## src/rtl/imm_operand_encoder.sv

```systemverilog
// rtl/imm_operand_encoder.sv - searches the 12-bit shift_operand field that reproduces a 32-bit constant
module imm_operand_encoder (
    input  logic        clk,
    input  logic        rst,
    input  logic        start,
    input  logic        load_store,
    input  logic [31:0] value,
    output logic        busy,
    output logic        done,
    output logic        valid,
    output logic [11:0] shift_operand
);

    typedef enum logic [1:0] {
        S_IDLE   = 2'd0,
        S_SEARCH = 2'd1,
        S_DONE   = 2'd2
    } state_t;

    state_t      state_q, state_d;
    logic [31:0] w_q, w_d;
    logic [3:0]  r_q, r_d;
    logic        valid_q, valid_d;
    logic [11:0] so_q, so_d;

    // A load/store offset fits when bits 31..11 are a pure sign extension of bit 11.
    logic ls_fits;
    assign ls_fits = (&value[31:11]) | ~(|value[31:11]);

    // Next-state logic: accept in IDLE/DONE, walk rotations in SEARCH, smallest rotation wins.
    always_comb begin
        state_d = state_q;
        w_d     = w_q;
        r_d     = r_q;
        valid_d = valid_q;
        so_d    = so_q;
        case (state_q)
            S_IDLE, S_DONE: begin
                state_d = S_IDLE;
                if (start) begin
                    if (load_store) begin
                        state_d = S_DONE;
                        valid_d = ls_fits;
                        so_d    = ls_fits ? value[11:0] : 12'h000;
                    end else begin
                        state_d = S_SEARCH;
                        w_d     = value;
                        r_d     = 4'd0;
                    end
                end
            end
            S_SEARCH: begin
                if (w_q[31:8] == 24'h000000) begin
                    state_d = S_DONE;
                    valid_d = 1'b1;
                    so_d    = {r_q, w_q[7:0]};
                end else if (r_q == 4'd15) begin
                    state_d = S_DONE;
                    valid_d = 1'b0;
                    so_d    = 12'h000;
                end else begin
                    // Rotating w left by 2 undoes one step of the decoder's rotate-right.
                    w_d = {w_q[29:0], w_q[31:30]};
                    r_d = r_q + 4'd1;
                end
            end
            default: state_d = S_IDLE;
        endcase
    end

    // State and result registers; reset aborts any search without a done pulse.
    always_ff @(posedge clk) begin
        if (rst) begin
            state_q <= S_IDLE;
            w_q     <= 32'h0;
            r_q     <= 4'd0;
            valid_q <= 1'b0;
            so_q    <= 12'h000;
        end else begin
            state_q <= state_d;
            w_q     <= w_d;
            r_q     <= r_d;
            valid_q <= valid_d;
            so_q    <= so_d;
        end
    end

    assign busy          = (state_q == S_SEARCH);
    assign done          = (state_q == S_DONE);
    assign valid         = valid_q;
    assign shift_operand = so_q;

endmodule

```

## config.mk

```make
export PLATFORM = sky130hd
export DESIGN_NAME = imm_operand_encoder
export DESIGN_NICKNAME = d
export VERILOG_FILES = /design/src/rtl/imm_operand_encoder.sv
export SDC_FILE = /design/constraint.sdc
export NUM_CORES = 1
export LEC_CHECK = 0
export CAP_MARGIN = 25
export CELL_PAD_IN_SITES_DETAIL_PLACEMENT = 0
export CELL_PAD_IN_SITES_GLOBAL_PLACEMENT = 2
export CORE_MARGIN = 2
export CORE_UTILIZATION = 38
export CTS_CLUSTER_DIAMETER = 200
export CTS_CLUSTER_SIZE = 28
export DETAILED_ROUTE_END_ITERATION = 12
export DONT_BUFFER_PORTS = 1
export PLACE_DENSITY_LB_ADDON = 0.25
export SYNTH_ARGS = -nofsm -noshare
export SYNTH_HDL_FRONTEND = slang
export SYNTH_SLANG_ARGS = --single-unit
export TNS_END_PERCENT = 30
```

## constraint.sdc

```tcl
create_clock -name clk -period 4.1 [get_ports clk]
set_input_delay 0.41 -clock clk [delete_from_list [all_inputs] [get_ports clk]]
set_output_delay 0.41 -clock clk [all_outputs]
set_load 0.02 [all_outputs]
```

==> results of run 1 <==
## area by class of cell
cell class / count / area [sq um]
Multi-Input combinational cell: 220 / 1290
Tap cell: 77 / 96.3
Clock inverter: 1 / 5.00
Timing Repair Buffer: 5 / 37.5
Sequential cell: 51 / 1020
Inverter: 14 / 52.6
Fill cell: 676 / 3740
Clock buffer: 7 / 76.3
## cells by family after synthesis
kind of cell | Yosys count | share of synthesized area, %
AND/OR/NAND/NOR | 152 | 29.1
AO/OA/AOI/OAI | 67 | 21.8
flip-flops | 51 | 41.2
buffers and inverters | 43 | 7.42
adder cells (fa/ha/maj) | 1 | 0.504
## synthesized netlist by cell type (4+ instances only)
master and instances:
nor3_1 35, dfxtp_1 51, a21oi_1 13, nor4_1 9
clkbuf_1 21, nand3_1 16, a311oi_1 30, buf_2 6
inv_1 13, nand2_1 69, nor3b_1 4, a221oi_1 12
nand4_1 4
## worst max-delay path: stages, from the launching register on
cell	delay, ps
dfxtp_1	310
nand2b_2	180
inv_2	530
nand2_1	200
a21oi_2	160
or2_1	480
buf_4	370
a311oi_1	140
## metrics by stage
step                      setup slack, ps  hold WS [ps]  utilization [%]  cells  power, mW
after floorplan                      2270           469                -    314      0.768
after global placement               1680           479             39.5    367      0.804
after detailed placement             1620           481             39.5    367      0.805
after CTS                            1610           161             40.8    375       1.09
after global routing                 1380           147             40.8    375       1.14
final                                1600           171             40.8    375       1.08
## path summary, 6_finish.rpt
check             startpoint  endpoint  slack (ps)  cells past startpoint
setup / recovery  state_q[1]   w_q[23]        1600                      7
hold / removal           rst   w_q[20]         170                      1
setup reg to reg  state_q[1]   w_q[23]        1600                      7
hold reg to reg       w_q[3]    w_q[5]         490                      2
## power by group
| group | switching, mW | leakage, nW | internal (mW) |
|---|---|---|---|
| combinational | 0.114 | 0.409 | 0.0762 |
| clock | 0.168 | 0.0422 | 0.120 |
| sequential | 0.0563 | 0.421 | 0.547 |
| total | 0.338 | 0.871 | 0.744 |
## sequential cells by signal, summed over array words and instances (netlist names)
signal         flops
w_q               32
shift_operand     12
r_q                4
state_q            2
valid              1
## metal layers
| layer | part of all wire, % | up-vias |
|---|---|---|
| met3 | 5.8 | 2 |
| met2 | 44 | 74 |
| met4 | 0.40 | 0 |
| li1 | - | 1137 |
| met5 | 0 | - |
| met1 | 49 | 1109 |
==> out/results.txt, run 1 <==
Pin count of the biggest net entering global routing: 53
CTS tree: built
CTS Buf Count: 5
EDFF count, synth: 0
Max-Cap Viols: 0
# H-tree levels: 2
Core area: 0.00631 sq mm
Initial Util: 39.3%
Inserted Diodes: 0
Post-Syn Nets: 351
CTS Hold Bufs: 0
Post-cts resize count: 0
Relative slew margins: 51.4%
LEAKAGE: 0.871 nW
CP Class: flop to flop
Clk_lat worst skew: 300 ps
Full die area: 0.00719 sq mm
Vias per inst: 6.19
Layout cells sized above 1: 6.04%
Worst Skew: 6.35 ps
Max Freq: 400 MHz
Drt drc: 0
Synth area leader: dfxtp_1
IO Pins: 51
Area after DPL: 0.00249 sq mm
Drt wl/cell: 17.8 um
Commonest cells after routing, fill and taps aside: 69 x nand2_1, 51 x dfxtp_1, 35 x nor3_1
Final Cell Area: 0.00257 sq mm
Routability cong.: 0.754
Clk buf depth: 2
Initial antenna violation count: 0
Worst Setup End Kind: flop
Most common cell after layout, fill and taps aside: nand2_1
Postcts setup bufs: 0
Top fanout value on the critical path: 36
Die Width: 84.8 um
Cell Area, Synth: 0.00248 sq mm
Unrepaired setup endpoints after global routing: no
Grt ovf: 0
Root Buffer: clkbuf_8
Max Slew Vio Count: 0
Met2 Track Usage GR: 28.2%
Critical Path AT: 2670 ps
Area grow syn2layout: 3.83%
First-pass GRT wire length: 11000 um
Worst Max-Slew Pin Slew: 728 ps
Synth Instances: 314
Nets@finish: 334
Pwr Density: 420 mW/mm^2
Row count: 29
GR Util met3: 4.62%
Vias in the first global route: 2145
Met1 Use GR: 27.3%
Die height: 84.8 um
Initial drt markers: 151
Sequential-to-total area share from yosys stat: 41.2%
Final setup violation count: 0
Top_reg_cell synth: dfxtp_1
Netlist cell types: 32
Async SR Flop Fraction: 0%
Synth area leaders: dfxtp_1 41%, a311oi_1 11%, nand2_1 10%, nor3_1 7.1%, a221oi_1 4.2%
Clk slew on worst S/H paths: 90 ps
Yosys warns: 0
Nature of the critical path startpoint: flop
TritonRoute pass-1 iters: 4
Peak supply drop: 0.000170 V
Vias: 2322
GRT Util Overall: 18.7%
Worst Hold Class: input port to flop
DP Wirelength: 4210 um
Clock sink count: 51
Status: finished clean
Worst Path Required: 4270 ps
Buffers added on ports: 0
Yosys top cell area share: 41.2%
#FFs+latches synth: 51
Routed wire length: 6690 um
Busiest grt layer: met2
Final Hold Fails: 0
Post-route ant nets: 0
Setup TNS Final: 0 ps
Period minus WS final: 2500 ps
Syn Area/Cell: 7.90 sq um
Tcrit/Tclk final: 61.0%
Note: power is estimated with default switching activity, not from simulation.
==> run 2, diff against run 1 <==
- CORE_UTILIZATION: 38 -> 32
- clock period: 4.1 -> 2.03 ns (I/O delays scaled with it)
==> run 2 against run 1 <==
Clock power is 110% higher. Largest power group unchanged. Routed wire length is 11% higher. Final cell count is 9.3% higher. Register-to-register slack worse by 1500 ps. Non-clock buffer count is 11 higher. Clock skew is 2.4 ps lower.
==> out/results.txt, run 2 (synthesized netlist as in run 1, its figures left out) <==
Area after DPL: 0.00263 sq mm (+5.3%)
Area grow syn2layout: 13.2%
Inst Count DP: 402 (+9.5%)
Worst Path Required: 2240 ps (-2030 ps)
Worst Hold Class: input port to flop
Grt ovf: 0 (unchanged)
CTS Buf Count: 5 (unchanged)
Full die area: 0.00847 sq mm (+18%)
Flop pwr share: 52.9% (-2.9 points)
Clk_lat worst skew: 300 ps (about the same)
Die height: 92.0 um (+8.5%)
Routed wire length: 7430 um (+11%)
Pin count of the biggest net entering global routing: 47 (-11%)
Initial drt markers: 139 (-7.9%)
Pwr Density: 822 mW/mm^2 (+96%)
P_sw: 733 uW (+120%)
Core area: 0.00761 sq mm (+20%)
# H-tree levels: 2 (unchanged)
Max Slew Vio Count: 0 (unchanged)
Crit path launch: w_q[18]
Register-to-register setup slack: 90 ps (-1510 ps)
Non-Filler Instances: 410 (+9.3%)
IO Pins: 51 (unchanged)
Drt drc: 0 (unchanged)
Layout cells sized above 1: 14.0% (+7.9 points)
Worst Setup End Kind: flop
Most common cell after layout, fill and taps aside: nand2_1
Clock sink count: 51 (unchanged)
Reg2reg path depth: 6 (-1)
Unrepaired setup endpoints after global routing: no
Initial Util: 32.6% (-6.7 points)
Clk network pwr share: 26.4% (-0.2 points)
Period minus WS final: 1940 ps (-561 ps)
Tcrit/Tclk final: 95.5% (+35 points)
Slowest cell on crit path: or4_4
Critical Path AT: 2150 ps (-520 ps)
R2R Path Start: w_q[18]
First-pass GRT wire length: 12000 um (+8.3%)
Nets@finish: 345 (+3.3%)
Buffers added on ports: 0 (unchanged)
Final setup violation count: 0 (unchanged)
Row count: 32 (+10%)
Nature of the critical path startpoint: flop
Vias per inst: 5.76 (-7.0%)
Max-Cap Viols: 0 (unchanged)
Drt wl/cell: 18.1 um (+1.7%)
Worst r2r dst: w_q[7]
Max Freq: 516 MHz (+29%)
Status: finished clean
Final Cell Area: 0.00281 sq mm (+9.0%)
Post-route ant nets: 0 (unchanged)
Internal: 1.57 mW (+110%)
Vias in the first global route: 2356 (+9.8%)
Top fanout value on the critical path: 17 (-53%)
Worst Skew: 3.95 ps (-2.40 ps)
CP Class: flop to flop
DP Wirelength: 4930 um (+17%)
GRT Util Overall: 17.9% (-0.89 points)
Root Buffer: clkbuf_8
Setup TNS Final: 0 ps (unchanged)
Clk buf depth: 2 (unchanged)
Peak per-stage delay on the critical path: 550 ps (+20 ps)
TritonRoute pass-1 iters: 4 (unchanged)
Die Width: 92.0 um (+8.5%)
Initial antenna violation count: 0 (unchanged)
Worst Max-Slew Pin Slew: 426 ps (-302 ps)
LEAKAGE: 0.954 nW (+9.5%)
Biggest register: w_q
Combinational share of power: 20.7% (+3.1 points)
Routability cong.: 0.780 (+3.5%)
Relative slew margins: 71.6% (+20 points)
Hold Path Stages: 2 (+1)
Final Hold Fails: 0 (unchanged)
CP bufs+invs: 1 (-1)
Max reg flops: 32 (unchanged)
Clk slew on worst S/H paths: 90 ps (about the same)
Vias: 2361 (+1.7%)
Sw frac: 31.8% (+0.52 points)
CP top delay family: simple AND/OR/NAND/NOR gates
Peak supply drop: 0.000231 V (+35%)
Commonest cells after routing, fill and taps aside: 69 x nand2_1, 51 x dfxtp_1, 35 x nor3_1
Hold path start: value[3]
Crit path cell chain: or4_4, nor2_2, a21oi_2, or2_1, buf_12, a311oi_1
CTS tree: built
Hold EP: shift_operand[3]
Inserted Diodes: 0 (unchanged)
run 2: how the worst max path moves through the flow:
stage / endpoint / slack [ps] / cells after the start
CTS: w_q[24] / 40 / 6
global placement: w_q[30] / 120 / 6
global route: w_q[8] / 10 / 6
floorplan: w_q[7] / 200 / 7
detailed placement: w_q[18] / 60 / 6
finish: w_q[7] / 90 / 6
run 2: layout make-up:
cell class	count	area, sq um
fill	828	4800
tap	102	128
multi-input combinational	220	1360
sequential	51	1020
inverter	14	52.6
clock inverter	1	5.00
clock buffer	6	82.6
timing repair buffer	16	161
run 2: per-stage QoR:
stage / util (%) / hold slack, ps / total power, mW / setup slack [ps]
6_report: 36.9 / 50.1 / 2.31 / 91.1
5_1_grt: 36.9 / 44.5 / 2.44 / 13.6
4_1_cts: 35.9 / 45.0 / 2.29 / 44.9
3_5_place_dp: 34.5 / 282 / 1.67 / 59.6
3_3_place_gp: 34.5 / 281 / 1.66 / 124
2_1_floorplan: - / 361 / 1.55 / 199
run 2: worst register-to-register path, stage by stage (launching register included):
cell,delay [ps]
dfxtp_1,340
or4_4,550
nor2_2,150
a21oi_2,70
or2_1,280
buf_12,180
a311oi_1,290
run 2: routing by layer:
layer | vias to the layer above | routed length, um | track usage [%]
li1 | 1153 | - | -
met1 | 1139 | 3430 | 23.3
met2 | 59 | 3510 | 29.0
met4 | 0 | 141 | 5.85
met5 | - | 0 | 0
met3 | 10 | 352 | 4.44
run 2: what timing repair did:
item / 4_1_cts / 5_1_grt
setup endpoints to repair: 0 / 34
endpoints found under the hold margin: 46 / 0
setup buffers: 0 / 0
hold buffers: 1 / 0
resized for setup: 0 / 14
run 2: power by group through the flow:
stage	registers [mW]	clock network, mW	logic [mW]
2_1_floorplan	1.22	0	0.335
3_3_place_gp	1.24	0	0.424
3_5_place_dp	1.24	0	0.426
4_1_cts	1.22	0.627	0.447
5_1_grt	1.23	0.665	0.538
6_report	1.22	0.610	0.478
==> run 3, diff against run 2 <==
- CTS_CLUSTER_SIZE: 28 -> 14
- HOLD_SLACK_MARGIN: not set -> 0.12
- SLEW_MARGIN: not set -> 10
==> run 3 against run 2 <==
First-iteration DRC count stayed put. Worst setup slack better by 2.7 ps. Total power is 2.3% higher. Routed wire length is 1.5% higher. Critical path type unchanged.
==> out/results.txt, run 3 (synthesized netlist as in run 1, its figures left out) <==
Worst Path Required: 2240 ps (about the same)
Root Buffer: clkbuf_8
Clk buf depth: 2 (unchanged)
GRT Util Overall: 18.3% (+0.45 points)
Worst Hold Class: input port to flop
Vias in the first global route: 2439 (+3.5%)
# H-tree levels: 2 (unchanged)
Die height: 92.0 um (unchanged)
Final Cell Area: 0.00313 sq mm (+11%)
Worst Max-Slew Pin Slew: 426 ps (+0.427 ps)
Initial antenna violation count: 0 (unchanged)
Peak supply drop: 0.000235 V (+1.8%)
Setup TNS Final: 0 ps (unchanged)
Tcrit/Tclk final: 95.4% (-0.13 points)
Pwr Density: 755 mW/mm^2 (-8.2%)
IO Pins: 51 (unchanged)
Final setup violation count: 0 (unchanged)
Max-Cap Viols: 0 (unchanged)
Top fanout value on the critical path: 17 (unchanged)
Full die area: 0.00847 sq mm (unchanged)
Post-route ant nets: 0 (unchanged)
Max Freq: 516 MHz (+0.14%)
Status: finished clean
Initial Util: 32.6% (unchanged)
Nature of the critical path startpoint: flop
Place WS: 59.6 ps (unchanged)
Final Hold Fails: 0 (unchanged)
Clk slew on worst S/H paths: 90 ps (about the same)
Most common cell after layout, fill and taps aside: nand2_1
Worst Setup End Kind: flop
Biggest register: w_q
Grt ovf: 0 (unchanged)
Buffers added on ports: 0 (unchanged)
Routability cong.: 0.780 (unchanged)
Die Width: 92.0 um (unchanged)
First-pass GRT wire length: 12300 um (+2.5%)
Vias per inst: 5.56 (-3.5%)
Drt wl/cell: 17.1 um (-5.9%)
Inserted Diodes: 0 (unchanged)
Clk_lat worst skew: 300 ps (about the same)
Area grow syn2layout: 26.1%
Unrepaired setup endpoints after global routing: no
CTS Buf Count: 5 (unchanged)
Peak per-stage delay on the critical path: 550 ps (about the same)
Vias: 2457 (+4.1%)
Routed wire length: 7540 um (+1.5%)
CTS tree: built
Crit path cell chain: or4_4, nor2_2, a21oi_2, or2_1, buf_12, a311oi_1
Period minus WS final: 1940 ps (-2.66 ps)
Core area: 0.00761 sq mm (unchanged)
Initial drt markers: 139 (unchanged)
Worst Skew: 4.21 ps (+0.258 ps)
Drt drc: 0 (unchanged)
LEAKAGE: 1.09 nW (+14%)
Row count: 32 (unchanged)
CP Class: flop to flop
DP Wirelength: 4930 um (unchanged)
Area after DPL: 0.00263 sq mm (unchanged)
Max Slew Vio Count: 0 (unchanged)
Final core occ: 41.1% (+4.2 points)
TritonRoute pass-1 iters: 4 (unchanged)
Commonest cells after routing, fill and taps aside: 69 x nand2_1, 51 x dfxtp_1, 35 x nor3_1
Max reg flops: 32 (unchanged)
Critical Path AT: 2150 ps (about the same)
Relative slew margins: 71.6% (about the same)
Clock sink count: 51 (unchanged)
Nets@finish: 377 (+9.3%)
Final worst setup slack: 93.7 ps (+2.66 ps)
Pin count of the biggest net entering global routing: 49 (+4.3%)
Final total power: 2.36 mW (+2.3%)
Layout cells sized above 1: 12.6% (-1.3 points)
Slowest cell on crit path: or4_4
Register-to-register setup slack: 90 ps (about the same)
run 3: repair_timing:
item | CTS | global route
resized for setup | 0 | 14
buffers inserted | 0 | 0
endpoints found under the setup margin | 0 | 34
endpoints found under the hold margin | 48 | 0
hold buffers | 33 | 0
run 3: per-stage QoR:
| stage | cells | hold WS (ps) |
|---|---|---|
| global route | 442 | 131 |
| CTS | 442 | 133 |
| global placement | 402 | 281 |
| floorplan | 314 | 361 |
| finish | 442 | 143 |
| detailed placement | 402 | 282 |
run 3: layout make-up:
class	count	area, sq um
fill	814	4480
multi-input combinational	220	1360
sequential	51	1020
timing repair buffer	48	482
tap	102	128
clock buffer	6	82.6
inverter	14	52.6
clock inverter	1	5.00
run 3: routing by layer:
layer	track usage (%)	routed length (um)	part of all wire [%]
met4	6.47	176	2.3
met5	0	0	0
met1	23.9	3580	47
met3	3.37	247	3.3
met2	30.3	3540	47
run 3: power breakdown:
group          total (mW)  internal (mW)  switching (mW)
Clock               0.611          0.269           0.342
Combinational       0.531          0.241           0.290
Sequential           1.22           1.11           0.114
Total                2.36           1.61           0.746
run 3: worst paths after layout:
path                            startpoint     end  cells past startpoint
worst max register to register     w_q[18]  w_q[7]                      6
worst min register to register      w_q[1]  w_q[3]                      2
worst min-delay path                   rst  r_q[0]                      2
worst max-delay path               w_q[18]  w_q[7]                      6
run 3: worst max-delay path: cells and delay by family, from the launching register on:
kind / cells / cell delay [ps]
simple gates: 3 / 980
flops: 1 / 340
compound gates: 2 / 350
buf+inv: 1 / 170
